$ cat src/rtl/addsub_pkg.sv
// addsub_pkg: shared constants for the addsub_seq sequencing front end.
//   - opcode encodings presented on in_op
//   - bit positions inside the 4-bit {V,N,Z,C} flag vector
//   - FSM state encoding
package addsub_pkg;

    localparam logic [1:0] OP_ADD     = 2'b00;
    localparam logic [1:0] OP_SUB     = 2'b01;
    localparam logic [1:0] OP_ACC_ADD = 2'b10;
    localparam logic [1:0] OP_ACC_SUB = 2'b11;

    localparam int NUM_FLAGS = 4;
    localparam int FLG_C     = 0;
    localparam int FLG_Z     = 1;
    localparam int FLG_N     = 2;
    localparam int FLG_V     = 3;

    typedef enum logic [1:0] {
        ST_IDLE = 2'd0,
        ST_EXEC = 2'd1,
        ST_DONE = 2'd2
    } state_e;

endpackage

$ cat src/rtl/AddSub8bit.sv
// AddSub8bit: combinational 8-bit adder/subtractor core.
//   inp1, inp2 : operands
//   carryin    : 0 = add (inp1 + inp2), 1 = subtract (inp1 + ~inp2 + 1)
//   sum        : 8-bit result, modulo 256
//   carryout   : carry out of bit 7 (for subtract, 1 means no borrow)
module AddSub8bit (
    input  logic [7:0] inp1,
    input  logic [7:0] inp2,
    input  logic       carryin,
    output logic [7:0] sum,
    output logic       carryout
);

    logic [7:0] inp2_eff;

    // carryin doubles as the subtract select and the +1 of two's complement
    assign inp2_eff          = inp2 ^ {8{carryin}};
    assign {carryout, sum}   = {1'b0, inp1} + {1'b0, inp2_eff} + {8'd0, carryin};

endmodule

$ cat src/rtl/addsub_seq.sv
// addsub_seq: valid/ready sequencer around the AddSub8bit core.
//   clk, rst            : clock, synchronous active-high reset
//   in_valid/in_ready   : request handshake (in_ready only in IDLE)
//   in_op, in_a, in_b   : opcode and operands (in_a ignored for ACC_* ops)
//   acc_clr             : synchronous accumulator clear, any state
//   out_valid/out_ready : result handshake (out_valid only in DONE)
//   out_sum, out_flags  : registered result and {V,N,Z,C}
//   acc                 : accumulator, written by every op
module addsub_seq
    import addsub_pkg::*;
#(
    parameter int WIDTH = 8
) (
    input  logic                 clk,
    input  logic                 rst,
    input  logic                 in_valid,
    output logic                 in_ready,
    input  logic [1:0]           in_op,
    input  logic [WIDTH-1:0]     in_a,
    input  logic [WIDTH-1:0]     in_b,
    input  logic                 acc_clr,
    output logic                 out_valid,
    input  logic                 out_ready,
    output logic [WIDTH-1:0]     out_sum,
    output logic [NUM_FLAGS-1:0] out_flags,
    output logic [WIDTH-1:0]     acc
);

    state_e                state_q, state_d;
    logic [WIDTH-1:0]      a_q, a_d;
    logic [WIDTH-1:0]      b_q, b_d;
    logic                  mode_q, mode_d;
    logic [WIDTH-1:0]      sum_q, sum_d;
    logic [NUM_FLAGS-1:0]  flags_q, flags_d;
    logic [WIDTH-1:0]      acc_q, acc_d;

    logic [WIDTH-1:0]      core_sum;
    logic                  core_cout;
    logic [WIDTH-1:0]      b_eff;
    logic                  is_acc_op;

    AddSub8bit u_addsub (
        .inp1     (a_q),
        .inp2     (b_q),
        .carryin  (mode_q),
        .sum      (core_sum),
        .carryout (core_cout)
    );

    // operand B as the core actually adds it, needed for signed overflow
    assign b_eff     = mode_q ? ~b_q : b_q;
    assign is_acc_op = (in_op == OP_ACC_ADD) || (in_op == OP_ACC_SUB);

    always_comb begin
        state_d = state_q;
        a_d     = a_q;
        b_d     = b_q;
        mode_d  = mode_q;
        sum_d   = sum_q;
        flags_d = flags_q;
        acc_d   = acc_q;

        case (state_q)
            ST_IDLE: begin
                if (in_valid) begin
                    // acc_q is the pre-clear value even if acc_clr is high now
                    a_d     = is_acc_op ? acc_q : in_a;
                    b_d     = in_b;
                    mode_d  = in_op[0];
                    state_d = ST_EXEC;
                end
            end
            ST_EXEC: begin
                sum_d          = core_sum;
                flags_d[FLG_C] = core_cout;
                flags_d[FLG_Z] = (core_sum == '0);
                flags_d[FLG_N] = core_sum[WIDTH-1];
                flags_d[FLG_V] = (a_q[WIDTH-1] == b_eff[WIDTH-1]) &&
                                 (core_sum[WIDTH-1] != a_q[WIDTH-1]);
                acc_d          = core_sum;
                state_d        = ST_DONE;
            end
            ST_DONE: begin
                if (out_ready) state_d = ST_IDLE;
            end
            default: state_d = ST_IDLE;
        endcase

        // clear beats the EXEC write-back
        if (acc_clr) acc_d = '0;
    end

    always_ff @(posedge clk) begin
        if (rst) begin
            state_q <= ST_IDLE;
            a_q     <= '0;
            b_q     <= '0;
            mode_q  <= 1'b0;
            sum_q   <= '0;
            flags_q <= '0;
            acc_q   <= '0;
        end else begin
            state_q <= state_d;
            a_q     <= a_d;
            b_q     <= b_d;
            mode_q  <= mode_d;
            sum_q   <= sum_d;
            flags_q <= flags_d;
            acc_q   <= acc_d;
        end
    end

    assign in_ready  = (state_q == ST_IDLE);
    assign out_valid = (state_q == ST_DONE);
    assign out_sum   = sum_q;
    assign out_flags = flags_q;
    assign acc       = acc_q;

endmodule

$ cat config.mk
export PLATFORM = sky130hd
export DESIGN_NAME = addsub_seq
export DESIGN_NICKNAME = d
export VERILOG_FILES = /design/src/rtl/addsub_pkg.sv /design/src/rtl/AddSub8bit.sv /design/src/rtl/addsub_seq.sv
export SDC_FILE = /design/constraint.sdc
export NUM_CORES = 1
export LEC_CHECK = 0
export CAP_MARGIN = 20
export CORE_MARGIN = 1
export CORE_UTILIZATION = 31
export CTS_CLUSTER_DIAMETER = 60
export DETAILED_ROUTE_END_ITERATION = 8
export GPL_ROUTABILITY_DRIVEN = 0
export GPL_TIMING_DRIVEN = 0
export PLACE_DENSITY = 0.6
export SKIP_LAST_GASP = 1
export SLEW_MARGIN = 20
export SYNTH_ARGS = -nofsm -noshare
export SYNTH_HDL_FRONTEND = slang
export SYNTH_HIERARCHICAL = 1
export SYNTH_SLANG_ARGS = --single-unit
export TNS_END_PERCENT = 5
$ cat constraint.sdc
create_clock -name clk -period 5.9 [get_ports clk]
set_clock_uncertainty 0.15 [all_clocks]
set_input_delay 0.885 -clock clk [delete_from_list [all_inputs] [get_ports clk]]
set_output_delay 0.885 -clock clk [all_outputs]
set_load 0.03 [all_outputs]
Word level (Yosys, flattened, before mapping)
Cells that the tools add are included.
{"block": "classes", "n_addsub": 2, "eq_ne": 8, "mux": 5, "bitwise": 2, "n_reduce_logical": 7}
{"cell": "8-bit 2-to-1 mux", "count": 2}
{"cell": "8-bit by 8-bit adder with 9-bit output", "count": 1}
{"cell": "9-bit by 1-bit adder with 9-bit output", "count": 1}
{"cell": "8-bit logical NOT", "count": 1}
{"cell": "8-bit inverter", "count": 1}
{"cell": "8-bit XOR", "count": 1}
{"cell": "2-bit equality test (second input constant)", "count": 3}
{"cell": "2-bit case mux with 3 select lines", "count": 1}
{"cell": "2-bit 2-to-1 mux", "count": 2}
{"cell": "2-bit AND reduction", "count": 2}
{"cell": "2-bit by 1-bit equality test with 1-bit output (second input constant)", "count": 1}
{"cell": "2-bit logical NOT", "count": 1}
{"cell": "2-bit by 1-bit inequality test with 1-bit output (second input constant)", "count": 1}
{"cell": "2-bit inequality test (second input constant)", "count": 1}
{"cell": "2-bit OR reduction", "count": 1}
{"cell": "1-bit equality test", "count": 1}
{"cell": "1-bit logical AND", "count": 1}
{"cell": "1-bit logical OR", "count": 1}
{"cell": "1-bit inequality test", "count": 1}
{"block": "totals", "ff_bits": 39, "inputBits": 23, "out_inout_bits": 22, "elab_cells": 31}

Longest topological paths before layout
{"block": "depth", "depth_word": 5, "depth_mapped": 11, "mapped_depth_nobuf": 10}

Hierarchy
Netlist, hierarchy kept.
{"mod": "addsub_seq", "instances": 1, "cells_per_inst": 155, "area_each_um2": 1512.7, "seq_area_each_um2": 760.7}
{"mod": "AddSub8bit", "instances": 1, "cells_per_inst": 48, "area_each_um2": 397.9, "seq_area_each_um2": 0.0}

Worst setup path before layout
OpenSTA, ideal clock, no wires.
{"block": "synth_timing", "path_type": "register to register", "startpoint": "register mode_q", "endpoint": "register flags_q[3], in the netlist out_flags[3]", "setup_time_ns": 0.087, "t_arrival_ns": 2.099, "required_ns": 5.663, "setup_slack_ns": 3.564, "stages_incl_launch_ff": 10, "n_path_buf": 1, "synth_period_minus_slack_ns": 2.336, "cell_sequence": "dfxtp_1 > buf_6 > xor2_1 > ha_1 > a211o_1 > a221oi_2 > xnor2_1 > nor2b_1 > mux2i_1 > a211oi_1"}
{"block": "synth_via", "elab_chain_cells": 5, "elab_cells_between_ends": 7, "classes_between": "add/sub (2); eq/ne (2); mux (1); bitwise (1); reduce/logical (1)"}
{"item": "start: declaration", "line_no": "addsub_seq.sv:32", "rtl": "logic mode_q, mode_d;"}
{"item": "start signal: assignment", "line_no": "addsub_seq.sv:106", "rtl": "mode_q <= mode_d;"}
{"item": "8-bit XOR", "line_no": "AddSub8bit.sv:17", "rtl": "assign inp2_eff = inp2 ^ {8{carryin}};"}
{"item": "8-bit by 8-bit adder with 9-bit output", "line_no": "AddSub8bit.sv:18", "rtl": "assign {carryout, sum} = {1'b0, inp1} + {1'b0, inp2_eff} + {8'd0, carryin};"}
{"item": "9-bit by 1-bit adder with 9-bit output (*)", "line_no": "AddSub8bit.sv:18"}
{"item": "via core_sum[7]", "line_no": "addsub_seq.sv:37", "rtl": "logic [WIDTH-1:0] core_sum;"}
{"item": "1-bit inequality test (*)", "line_no": "addsub_seq.sv:79", "rtl": "(core_sum[WIDTH-1] != a_q[WIDTH-1]);"}
{"item": "1-bit logical AND (*)", "line_no": "addsub_seq.sv:78", "rtl": "flags_d[FLG_V] = (a_q[WIDTH-1] == b_eff[WIDTH-1]) &&"}
{"item": "end signal: assignment", "line_no": "addsub_seq.sv:108", "rtl": "flags_q <= flags_d;"}
{"item": "end: declaration", "line_no": "addsub_seq.sv:34", "rtl": "logic [NUM_FLAGS-1:0] flags_q, flags_d;"}
The timed path passes the listed nets; every way through them passes the cells marked *.
A chain may end at the register's enable or synchronous reset.

Worst setup path in the final report
{"block": "layout_timing", "startpoint": "register state_q[1]", "endpoint": "output port out_valid"}
{"block": "layout_via", "elab_chain_cells": 1}
{"item": "start: declaration", "line_no": "addsub_seq.sv:29", "rtl": "state_e state_q, state_d;"}
{"item": "start signal: assignment", "line_no": "addsub_seq.sv:103", "rtl": "state_q <= state_d;"}
{"item": "2-bit equality test", "line_no": "addsub_seq.sv:114", "rtl": "assign out_valid = (state_q == ST_DONE);"}
{"item": "end: declaration", "line_no": "addsub_seq.sv:22", "rtl": "output logic out_valid,"}
No other way between the ends.

==> summary.md <==
| Metric | Value |
|---|---|
| Cell accounting for the most synthesized area | dfxtp_1 |
| Antenna diodes | 0 |
| CP arrival | 1.62 ns |
| Max frequency | 0.3772 GHz |
| Most common library cells after synthesis | 38 x dfxtp_1, 28 x nand2_1, 21 x a21oi_1 |
| DRT Pass-1 Iters | 4 |
| Share of cells above drive strength 1 | 13.39% |
| CTS Hold Bufs | 0 |
| Clk pwr share | 29.1% |
| Yosys Warn Count | 6 |
| Num rows | 28 |
| Number of synthesized flops with an enable pin | 0 |
| Synth area leaders | dfxtp_1 40%, mux2i_1 9.4%, a21oi_1 5.5%, nand2_1 5.5%, a211oi_2 5.2% |
| Pre-CTS setup slack | 3.347 ns |
| Leakage | 1.016 nW |
| Max Cap Violations | 0 |
| Fin crit share | 44.93% |
| Buffers on Ports | 43 |
| CTS Buf Count | 5 |
| Top FF cell, synth | dfxtp_1 |
| Die X | 80.51 µm |
| Tightest Pin Transition | 0.6710 ns |
| Hold slack | 0.3126 ns |
| Syn nets | 234 |
| Routed WL per cell | 13.56 µm |
| Netlist cell types | 38 |
| Synth async-reset ratio | 0% |
| Share of the synthesized area in the top cell type | 39.82% |
| Clk buf depth | 2 |
| Critical Path Start | state_q[1] |
| Worst hold path class | reg -> reg |
| Power density over the cells | 251.5 mW/mm² |
| Crit start category | flip-flop |
| P_int | 0.0004439 W |
| Sequential Power Share | 44.8% |
| Via count | 1560 |
| P&R area growth vs syn | 32.22% |
| Post-layout min period | 2.651 ns |
| Most frequent cell after synthesis | dfxtp_1 |
| Core outline area | 0.005921 mm² |
| Critical Path RT | 4.87 ns |
| Residual DRC count | 0 |
| Grt total ovfl | 0 |
| Die H | 80.51 µm |
| Root buffer cell | clkbuf_8 |
| Nets | 284 |
| Max-slew headroom | 55.27% |
| DP HPWL | 3421 µm |
| Hold Startpoint | out_sum[0] |
| Reg-to-reg startpoint | mode_q |
| Yosys reg bits | 38 |
| Die area | 0.006481 mm² |
| First-pass GRT wire length | 7203 µm |
| Worst VDD drop | 0.1112 mV |
| Switch share | 30.13% |
| CTS Sinks | 38 |
| Post-CTS repair timing setup buffer count | 0 |
| Routed WL | 4462 µm |
| CP endpoint kind | primary output |
| GRT Total Usage | 15.04% |
| Fin. max-slew vios | 0 |
| Vias in the first global route | 1476 |
| Crit Path Class | reg -> out |
| Outcome | finished clean |
| Post-cts resize count | 0 |
| Cells after synthesis | 203 |
| Seq/Total Area, Yosys | 39.82% |
| RSZ-0062 raised after global routing | no |
| Via density | 4.742 |
| Post-Synthesis Cell Area | 0.001911 mm² |
| Largest net degree at the start of global routing | 12 |
| Largest fanout on the critical path | 5 |
| Net Sw Power | 0.0001915 W |
| Ports | 45 |
| Initial antenna violation count | 0 |
| # setup viols final | 0 |
| Starting density of the core | 32.27% |
| Total negative slack | 0 ns |
| Htree depth | 2 |
| First DRT Iteration DRCs | 89 |
| Worst-skew pair later-pin latency | 0.29 ns |
| Post-route ant nets | 0 |
| CTS tree | built |
| Syn_area_per_cell | 9.412 µm² |
| Logic pwr share | 26.1% |
| Clock Pin Slew Worst Setup and Hold Paths | 0.07 ns |
| Final hold vios | 0 |
| Setup WS post-layout | 3.249 ns |
-- per-stage QoR --
stage | instances | instance area (µm²) | power, W | utilization, %
floorplan | 203 | 1911 | 0.0004027 | -
global route | 329 | 2526 | 0.0006720 | 42.67
CTS | 329 | 2526 | 0.0006411 | 42.67
global placement | 321 | 2435 | 0.0004540 | 41.12
detailed placement | 321 | 2435 | 0.0004568 | 41.12
finish | 329 | 2526 | 0.0006354 | 42.67
-- cell type report --
cell class	count	area, µm²
buffer	13	110.1
clock buffer	7	86.33
clock inverter	1	5.005
fill	609	3395
inverter	5	18.77
multi-input combinational	147	1021
sequential	38	760.7
tap	75	93.84
timing repair buffer	43	430.4
-- cells in the final DEF (no fill, tap or decap), drive strengths merged --
| cell | n |
|---|---|
| or2 | 3 |
| a221oi | 1 |
| nor2 | 22 |
| buf | 9 |
| nand3 | 1 |
| and2b | 1 |
| o21ai | 3 |
| a211oi | 9 |
| clkbuf | 11 |
| nor4 | 2 |
| nand2b | 2 |
| clkinv | 1 |
| xor2 | 10 |
| inv | 5 |
| a211o | 1 |
| nand2 | 28 |
| mux2i | 19 |
| xnor2 | 3 |
| a21oi | 21 |
| nor2b | 5 |
| o22ai | 1 |
| o31a | 2 |
| and4 | 1 |
| ha | 7 |
| a31oi | 1 |
| o22a | 1 |
| nor3b | 1 |
| clkdlybuf4s50 | 43 |
| fa | 1 |
| dfxtp | 38 |
| o21a | 1 |
-- power groups by stage --
stage                     registers, W  logic, W  clock network (W)
after floorplan               0.000299  0.000104                  0
after global placement        0.000290  0.000164                  0
after detailed placement      0.000291  0.000166                  0
after CTS                     0.000285  0.000167           0.000189
after global routing          0.000287  0.000181           0.000204
final                         0.000285  0.000166           0.000185
-- worst paths after layout --
kind | depth (start not counted) | slack (ns) | endpoint
worst max-delay path | 2 | 3.25 | out_valid
worst max register to register | 11 | 3.32 | out_flags[1]
worst min register to register | 2 | 0.31 | out_sum[0]
worst min-delay path | 2 | 0.31 | out_sum[0]
-- critical path: stages (launching register included) --
cell and delay [ns]:
dfxtp_1 0.43, nor2b_1 0.20, clkdlybuf4s50_1 0.69
-- per-layer routing --
| layer | routed length, µm | vias up | track usage [%] |
|---|---|---|---|
| met5 | 0 | - | 0 |
| met4 | 48 | 0 | 6.429 |
| met3 | 182 | 5 | 3.068 |
| met2 | 2127 | 38 | 23.47 |
| met1 | 2104 | 729 | 19.92 |
| li1 | - | 788 | - |
-- state kept, by name, summed over array words and instances, names as in the netlist --
register	count
b_q	8
state_q	2
out_sum	7
a_q	8
mode_q	1
acc	8
out_flags	4
-- logic make-up (layout without fill, tap and decap cells) --
| kind of cell | count (synthesis) | in the layout | synth area share [%] |
|---|---|---|---|
| AND/OR/NAND/NOR | 66 | 66 | 15.91 |
| AO/OA/AOI/OAI | 41 | 41 | 15.78 |
| flip-flops | 38 | 38 | 39.82 |
| multiplexers | 19 | 19 | 10.15 |
| buffers and inverters | 18 | 69 | 6.745 |
| XOR/XNOR | 13 | 13 | 5.959 |
| adder cells (fa/ha/maj) | 8 | 8 | 5.632 |
No activity file was read; power rests on OpenSTA's default activity.
